===== src/rtl/rv_fetch.sv =====
// Instruction fetch stage: issues sequential word reads, pairs each returned word
// with its PC in a small in-order queue and presents the head to decode.
module rv_fetch #(
    parameter logic [31:0] g_reset_vector = 32'h0000_0000,
    parameter int          g_queue_depth  = 2
) (
    input  logic        clk_i,
    input  logic        rst_i,
    input  logic        f_stall_i,
    input  logic        f_kill_i,
    input  logic [31:0] f_kill_pc_i,
    output logic        im_rd_o,
    output logic [31:0] im_addr_o,
    input  logic [31:0] im_data_i,
    input  logic        im_valid_i,
    output logic [31:0] f_ir_o,
    output logic [31:0] f_pc_o,
    output logic        f_valid_o
);

    localparam int PW = (g_queue_depth > 1) ? $clog2(g_queue_depth) : 1;
    localparam int CW = $clog2(g_queue_depth + 1);

    typedef logic [PW-1:0] ptr_t;
    typedef logic [CW-1:0] cnt_t;

    logic [31:0] pc_req;
    logic [31:0] q_pc    [g_queue_depth];
    logic [31:0] q_ir    [g_queue_depth];
    logic        q_alloc [g_queue_depth];
    logic        q_ready [g_queue_depth];
    ptr_t        head;
    ptr_t        tail;
    ptr_t        fill;
    cnt_t        count;
    cnt_t        pend;
    cnt_t        drop_cnt;

    logic issue;
    logic pop;
    logic resp_fill;
    logic resp_drop;
    logic credits_ok;

    function automatic ptr_t ptr_inc(input ptr_t p);
        return (p == ptr_t'(g_queue_depth - 1)) ? '0 : p + 1'b1;
    endfunction

    // Decode handshake: a word transfers in any cycle where f_valid_o is high and
    // f_stall_i is low; while stalled the head and its outputs hold unchanged.
    always_comb begin
        credits_ok = ({1'b0, count} + {1'b0, drop_cnt}) < (CW + 1)'(g_queue_depth);
        issue      = !rst_i && !f_kill_i && credits_ok;
        f_valid_o  = q_alloc[head] && q_ready[head] && !f_kill_i;
        pop        = f_valid_o && !f_stall_i;
        resp_drop  = im_valid_i && (drop_cnt != '0);
        resp_fill  = im_valid_i && (drop_cnt == '0);
    end

    assign im_rd_o   = issue;
    assign im_addr_o = pc_req;
    assign f_ir_o    = q_ir[head];
    assign f_pc_o    = q_pc[head];

    always_ff @(posedge clk_i) begin
        if (rst_i) begin
            pc_req   <= g_reset_vector;
            head     <= '0;
            tail     <= '0;
            fill     <= '0;
            count    <= '0;
            pend     <= '0;
            drop_cnt <= '0;
            for (int i = 0; i < g_queue_depth; i++) begin
                q_pc[i]    <= '0;
                q_ir[i]    <= '0;
                q_alloc[i] <= 1'b0;
                q_ready[i] <= 1'b0;
            end
        end else if (f_kill_i) begin
            // Requests still in flight become discards; a response landing now is one of them.
            pc_req   <= {f_kill_pc_i[31:2], 2'b00};
            head     <= '0;
            tail     <= '0;
            fill     <= '0;
            count    <= '0;
            pend     <= '0;
            drop_cnt <= drop_cnt + pend - cnt_t'(im_valid_i);
            for (int i = 0; i < g_queue_depth; i++) begin
                q_pc[i]    <= '0;
                q_ir[i]    <= '0;
                q_alloc[i] <= 1'b0;
                q_ready[i] <= 1'b0;
            end
        end else begin
            if (issue) begin
                q_pc[tail]    <= pc_req;
                q_alloc[tail] <= 1'b1;
                q_ready[tail] <= 1'b0;
                tail          <= ptr_inc(tail);
                pc_req        <= pc_req + 32'd4;
            end
            if (resp_drop) begin
                drop_cnt <= drop_cnt - 1'b1;
            end
            if (resp_fill) begin
                q_ir[fill]    <= im_data_i;
                q_ready[fill] <= 1'b1;
                fill          <= ptr_inc(fill);
            end
            if (pop) begin
                q_alloc[head] <= 1'b0;
                q_ready[head] <= 1'b0;
                head          <= ptr_inc(head);
            end
            count <= count + cnt_t'(issue) - cnt_t'(pop);
            pend  <= pend + cnt_t'(issue) - cnt_t'(resp_fill);
        end
    end

    a_credit_bound : assert property (@(posedge clk_i) disable iff (rst_i)
        ({1'b0, count} + {1'b0, drop_cnt}) <= (CW + 1)'(g_queue_depth));

    a_resp_expected : assert property (@(posedge clk_i) disable iff (rst_i)
        im_valid_i |-> ((drop_cnt != '0) || (pend != '0)));

endmodule


===== config.mk =====
export PLATFORM = sky130hd
export DESIGN_NAME = rv_fetch
export DESIGN_NICKNAME = d
export VERILOG_FILES = /design/src/rtl/rv_fetch.sv
export SDC_FILE = /design/constraint.sdc
export NUM_CORES = 1
export LEC_CHECK = 0
export ABC_AREA = 1
export CORE_MARGIN = 10
export CORE_UTILIZATION = 56
export CTS_BUF_LIST = sky130_fd_sc_hd__clkbuf_16
export DETAILED_ROUTE_END_ITERATION = 12
export PLACE_DENSITY = 0.86
export SYNTH_ARGS = -nofsm -noshare
export SYNTH_HDL_FRONTEND = slang
export SYNTH_SLANG_ARGS = --single-unit

===== constraint.sdc =====
create_clock -name clk_i -period 8.65 [get_ports clk_i]
set_input_delay 2.595 -clock clk_i [delete_from_list [all_inputs] [get_ports clk_i]]
set_output_delay 2.595 -clock clk_i [all_outputs]
set_load 0.01 [all_outputs]

=== Yosys cells after proc, flatten, opt, wreduce, memory -nomap -nowiden ===
Memories as Yosys holds them, arrays and structs flattened. A register that Yosys moved wholly into a read port is not among the register bits.
Cells that the tools add are included.
W data, S select, Z words.

* Register bits after elaboration: 41
* Latch bits: 0
* Bits in writable memories: 132
* ROM bits: 0
* Bits of input ports: 69
* Output and inout bits: 98
* Memories kept: 4

* Add/subtract/negate cells: 12
* Multipliers: 0
* Div/mod/pow operators: 0
* Order comparisons: 1
* Equality and inequality tests: 0
* Shift operators: 0
* Muxes and demuxes: 58
* Bitwise logic cells: 8
* Reductions and logical operators: 21

{| class="wikitable"
|+ Memory list
! name !! words !! width !! read ports !! clocked after Yosys merged registers in !! wr ports !! RTL line !! text
|-
| q_ir || 2 || 32 || 1 || 1 || 2 || 29 || <nowiki>logic [31:0] q_ir [g_queue_depth];</nowiki>
|-
| q_pc || 2 || 32 || 1 || 1 || 2 || 28 || <nowiki>logic [31:0] q_pc [g_queue_depth];</nowiki>
|-
| q_alloc || 2 || 1 || 1 || 1 || 2 || 30 || <nowiki>logic q_alloc [g_queue_depth];</nowiki>
|-
| q_ready || 2 || 1 || 1 || 1 || 3 || 31 || <nowiki>logic q_ready [g_queue_depth];</nowiki>
|}

{| class="wikitable"
|+ Operators with widths
! cell !! number
|-
| $mux W32 || 8
|-
| $reduce_or A32 Y1 || 2
|-
| $mux W1 || 48
|-
| $add A32 B3 Y32 const B || 1
|-
| $or A1 B1 Y1 || 8
|-
| $logic_and A1 B1 Y1 || 7
|-
| $reduce_bool A2 Y1 || 3
|-
| $sub A2 B1 Y2 || 3
|-
| $add A2 B1 Y2 || 2
|-
| $mux W2 || 2
|-
| $reduce_or A1 Y1 || 4
|-
| $add A1 B1 Y1 const B || 3
|-
| $add A2 B2 Y3 || 1
|-
| $logic_not A1 Y1 || 3
|-
| $lt A3 B2 Y1 const B || 1
|-
| $add A2 B2 Y2 || 1
|-
| $logic_not A2 Y1 || 1
|-
| $reduce_or A2 Y1 || 1
|-
| $sub A2 B1 Y2 const B || 1
|}

=== Depth between registers and ports, before layout ===
* Depth in word-level cells: 9
* Depth in mapped cells: 12
* Mapped depth without buffers: 11

=== Worst setup path before layout ===
Ideal clock, no wire load.

* Kind: input to output
* Start point: input port f_kill_i
* End point: output port im_rd_o
* Data arrival time: 3339 ps
* Required time: 6055 ps
* Setup slack: 2716 ps
* Stages on the path: 6
* Path buffers: 3
* Path through: buf_6 > nor2_4 > nand2_2 > buf_6 > inv_2 > buf_2

* Word-level cells in the longest chain between the ends: 3

{| class="wikitable"
|+ RTL lines
! what !! RTL line !! text
|-
| from (decl) || 10 || <nowiki>input logic f_kill_i,</nowiki>
|-
| $logic_not A1 Y1 || 53 || <nowiki>issue = !rst_i && !f_kill_i && credits_ok;</nowiki>
|-
| $logic_and A1 B1 Y1 (2 in a row) || 53 ||
|-
| to (decl) || 12 || <nowiki>output logic im_rd_o,</nowiki>
|}

Every way passes these cells.

=== Final worst setup path ===
Ends and elaborated chain as after synthesis.

==> metrics.yaml <==
detailed_routing:
  vias_per_cell: 5.22
  drt_iter0_drc: 544
  detail-route-antenna-nets: 0
  drt-wirelength-per-cell_um: 15.9
  vias: 6870
  routed_wl_um: 20800
  drc: 0
  dr.pass1.iters: 5
die:
  dieArea_um2: 19700
  die_x_um: 140
  core_region_area_um2: 14000
  die_y_um: 140
  pin_count: 167
  start_util_pct: 57.7
  row_count: 43
setup_path:
  worst_r2r_startpoint: "drop_cnt[0]"
  critical_path_class: "in -> out"
  max_stage_delay_ns: 0.60
  endpoint_kind: "output pin"
  start_kind: "input port"
  crit_arrival_ns: 4.41
  cp.required_ns: 6.06
  crit_path_top_delay_cell: "clkdlybuf4s50_1"
  worstPathMaxFanout: 12
  cp_cell_sequence: "clkdlybuf4s50_1, nor2_4, nand2_2, inv_2, clkdlybuf4s50_1"
  startpoint: "f_kill_i"
  cp_common_cell: "clkdlybuf4s50_1"
global_routing:
  grt_pass1_vias: 6593
  grt.total_usage_pct: 21.0
  antenna_found_initial: 0
  grt-ovfl-total: 0
  grt_max_degree: 65
  grt_pass1_wl_um: 33100
sta:
  tightest_slew_ns: 1.14
  rsz0062_at_grt: "no"
  setup_slack_ns: 1.64
  slew_headroom_pct: 24.1
  maxSlewViolCount: 0
  tns_ns: 0
  setup_viol: 0
  finalCritPeriodShare_pct: 81.0
  max_freq_ghz: 0.143
  fin_skew_ns: 0.00986
  period_needed_ns: 7.01
  holdWs_ns: 0.484
  hold_viol_final: 0
clocking:
  clk_path_buf_depth: 2
  clk_latency_ns: 0.43
  cts.sinks: 168
  hold_buffers: 0
  h-tree-depth: 4
  clkTransAtPathRegs_ns: 0.06
  post_cts_buffers: 0
  cts_resized: 0
  root_buffer: "clkbuf_16"
  cts_tree: "done"
  cts_made_buffers: 17
logic_synthesis:
  ys_types: 32
  ys_seq_elements: 168
  seq_area_frac_synth_pct: 56.8
  netlist_area_um2: 8110
  netlist_instances: 974
  synth_edf_count: 124
  synth.most_common_cell: "nand2_1"
  synth_top_area_share_pct: 45.9
  yosys.area.top_type: "edfxtp_1"
  yosys_warnings: 0
  synth_area_leaders: "edfxtp_1, nand2_1, dfxtp_1"
  ys_async_sr_fraction_pct: 0
  ys_dominant_reg_cell: "edfxtp_1"
  syn_avg_cell_area_um2: 8.32
  synthTopCellsByCount: "nand2_1, nor2_1, edfxtp_1"
place:
  dp_slack_ns: 1.66
  portBuffers: 160
  place_congestion: 0.920
  dpl.hpwl_um: 14600
  placed_area_um2: 9790
layout:
  regArea_um2: 4610
  drive_above_1_share_pct: 6.61
  fillCellCount: 1050
  multi_input_area_um2: 2840
  fin_nets: 1200
  area_growth_pct: 27.8
  diodes: 0
  final_area_um2: 10400
power:
  p_per_area_nw_per_um2: 186
  power.leakage_nw: 4.41
  p_total_mw: 1.92
  ir_drop_v: 0.000174
hold_path:
  min-delay-start: "q_alloc[1]"
  hold_path.class: "reg -> reg"
outcome:
  outcome: "complete, no violations"
run:
  max_cap_viol_count: 0
-- metrics by stage --
stage / util, % / std cells
floorplan: - / 977
global placement: 69.7 / 1283
detailed placement: 69.7 / 1283
CTS: 73.8 / 1315
global route: 73.8 / 1315
finish: 73.8 / 1315
-- sequential cells by signal, indices dropped and copies added (netlist names), named ones only --
| signal | count |
|---|---|
| q_ir | 64 |
| q_pc | 60 |
| im_addr_o | 30 |
| count | 2 |
| drop_cnt | 2 |
| pend | 2 |
| q_alloc | 2 |
| q_ready | 2 |
| fill | 1 |
| head | 1 |
| tail | 1 |
-- power by group --
part	switching (mW)	internal, mW
logic	0.134	0.115
clock network	0.289	0.444
registers	0.0261	0.914
total	0.449	1.47
-- cell usage in the layout, fill, tap and decap left out, drive strengths merged, types with 2 or more instances in the layout --
cell	n
a21oi	33
a31oi	5
and2	2
buf	9
bufinv	3
clkbuf	17
clkdlybuf4s50	160
clkinv	6
clkinvlp	2
conb	4
dfxtp	44
edfxtp	124
ha	8
inv	122
nand2	329
nand3	43
nor2	172
o21ai	30
o221ai	2
o22ai	3
o31ai	3
or2	3
xnor2	5
xor2	2
-- cell type report --
type	instances	share of cell area (%)
inverter	118	4.28
sequential	168	44.5
clock buffer	17	4.11
clock inverter	15	1.40
multi-input combinational	648	27.5
timing repair buffer	169	16.1
tap	180	2.17
-- path summary, 6_finish.rpt --
check,end,slack [ns],cells past startpoint
min,q_alloc[1],0.48,2
max reg2reg,q_ready[1],4.73,13
max,im_rd_o,1.64,5
min reg2reg,q_alloc[1],0.48,2
-- worst max-delay path, delay by kind of cell --
kind	cells	cell delay, ns
and+or+nand+nor	2	0.58
buffers and inverters	3	1.23
-- per-layer routing --
layer	part of all wire (%)	track usage [%]	up-vias
met5	0	0	-
met4	1.9	7.99	0
met3	10	6.49	30
met2	48	33.8	310
met1	40	25.8	3179
li1	-	-	3351
-- kinds of logic (layout without fill, tap and decap cells) --
family | after synthesis | count (layout) | share of synthesized area [%]
fa+ha+maj | 9 | 9 | 1.48
buf+inv | 161 | 319 | 8.24
flops | 168 | 168 | 56.8
xor+xnor | 7 | 7 | 0.756
other cells | 1 | 4 | 0.0463
compound gates | 77 | 77 | 5.09
simple gates | 551 | 551 | 27.6
Note: power is estimated with default switching activity, not from simulation.
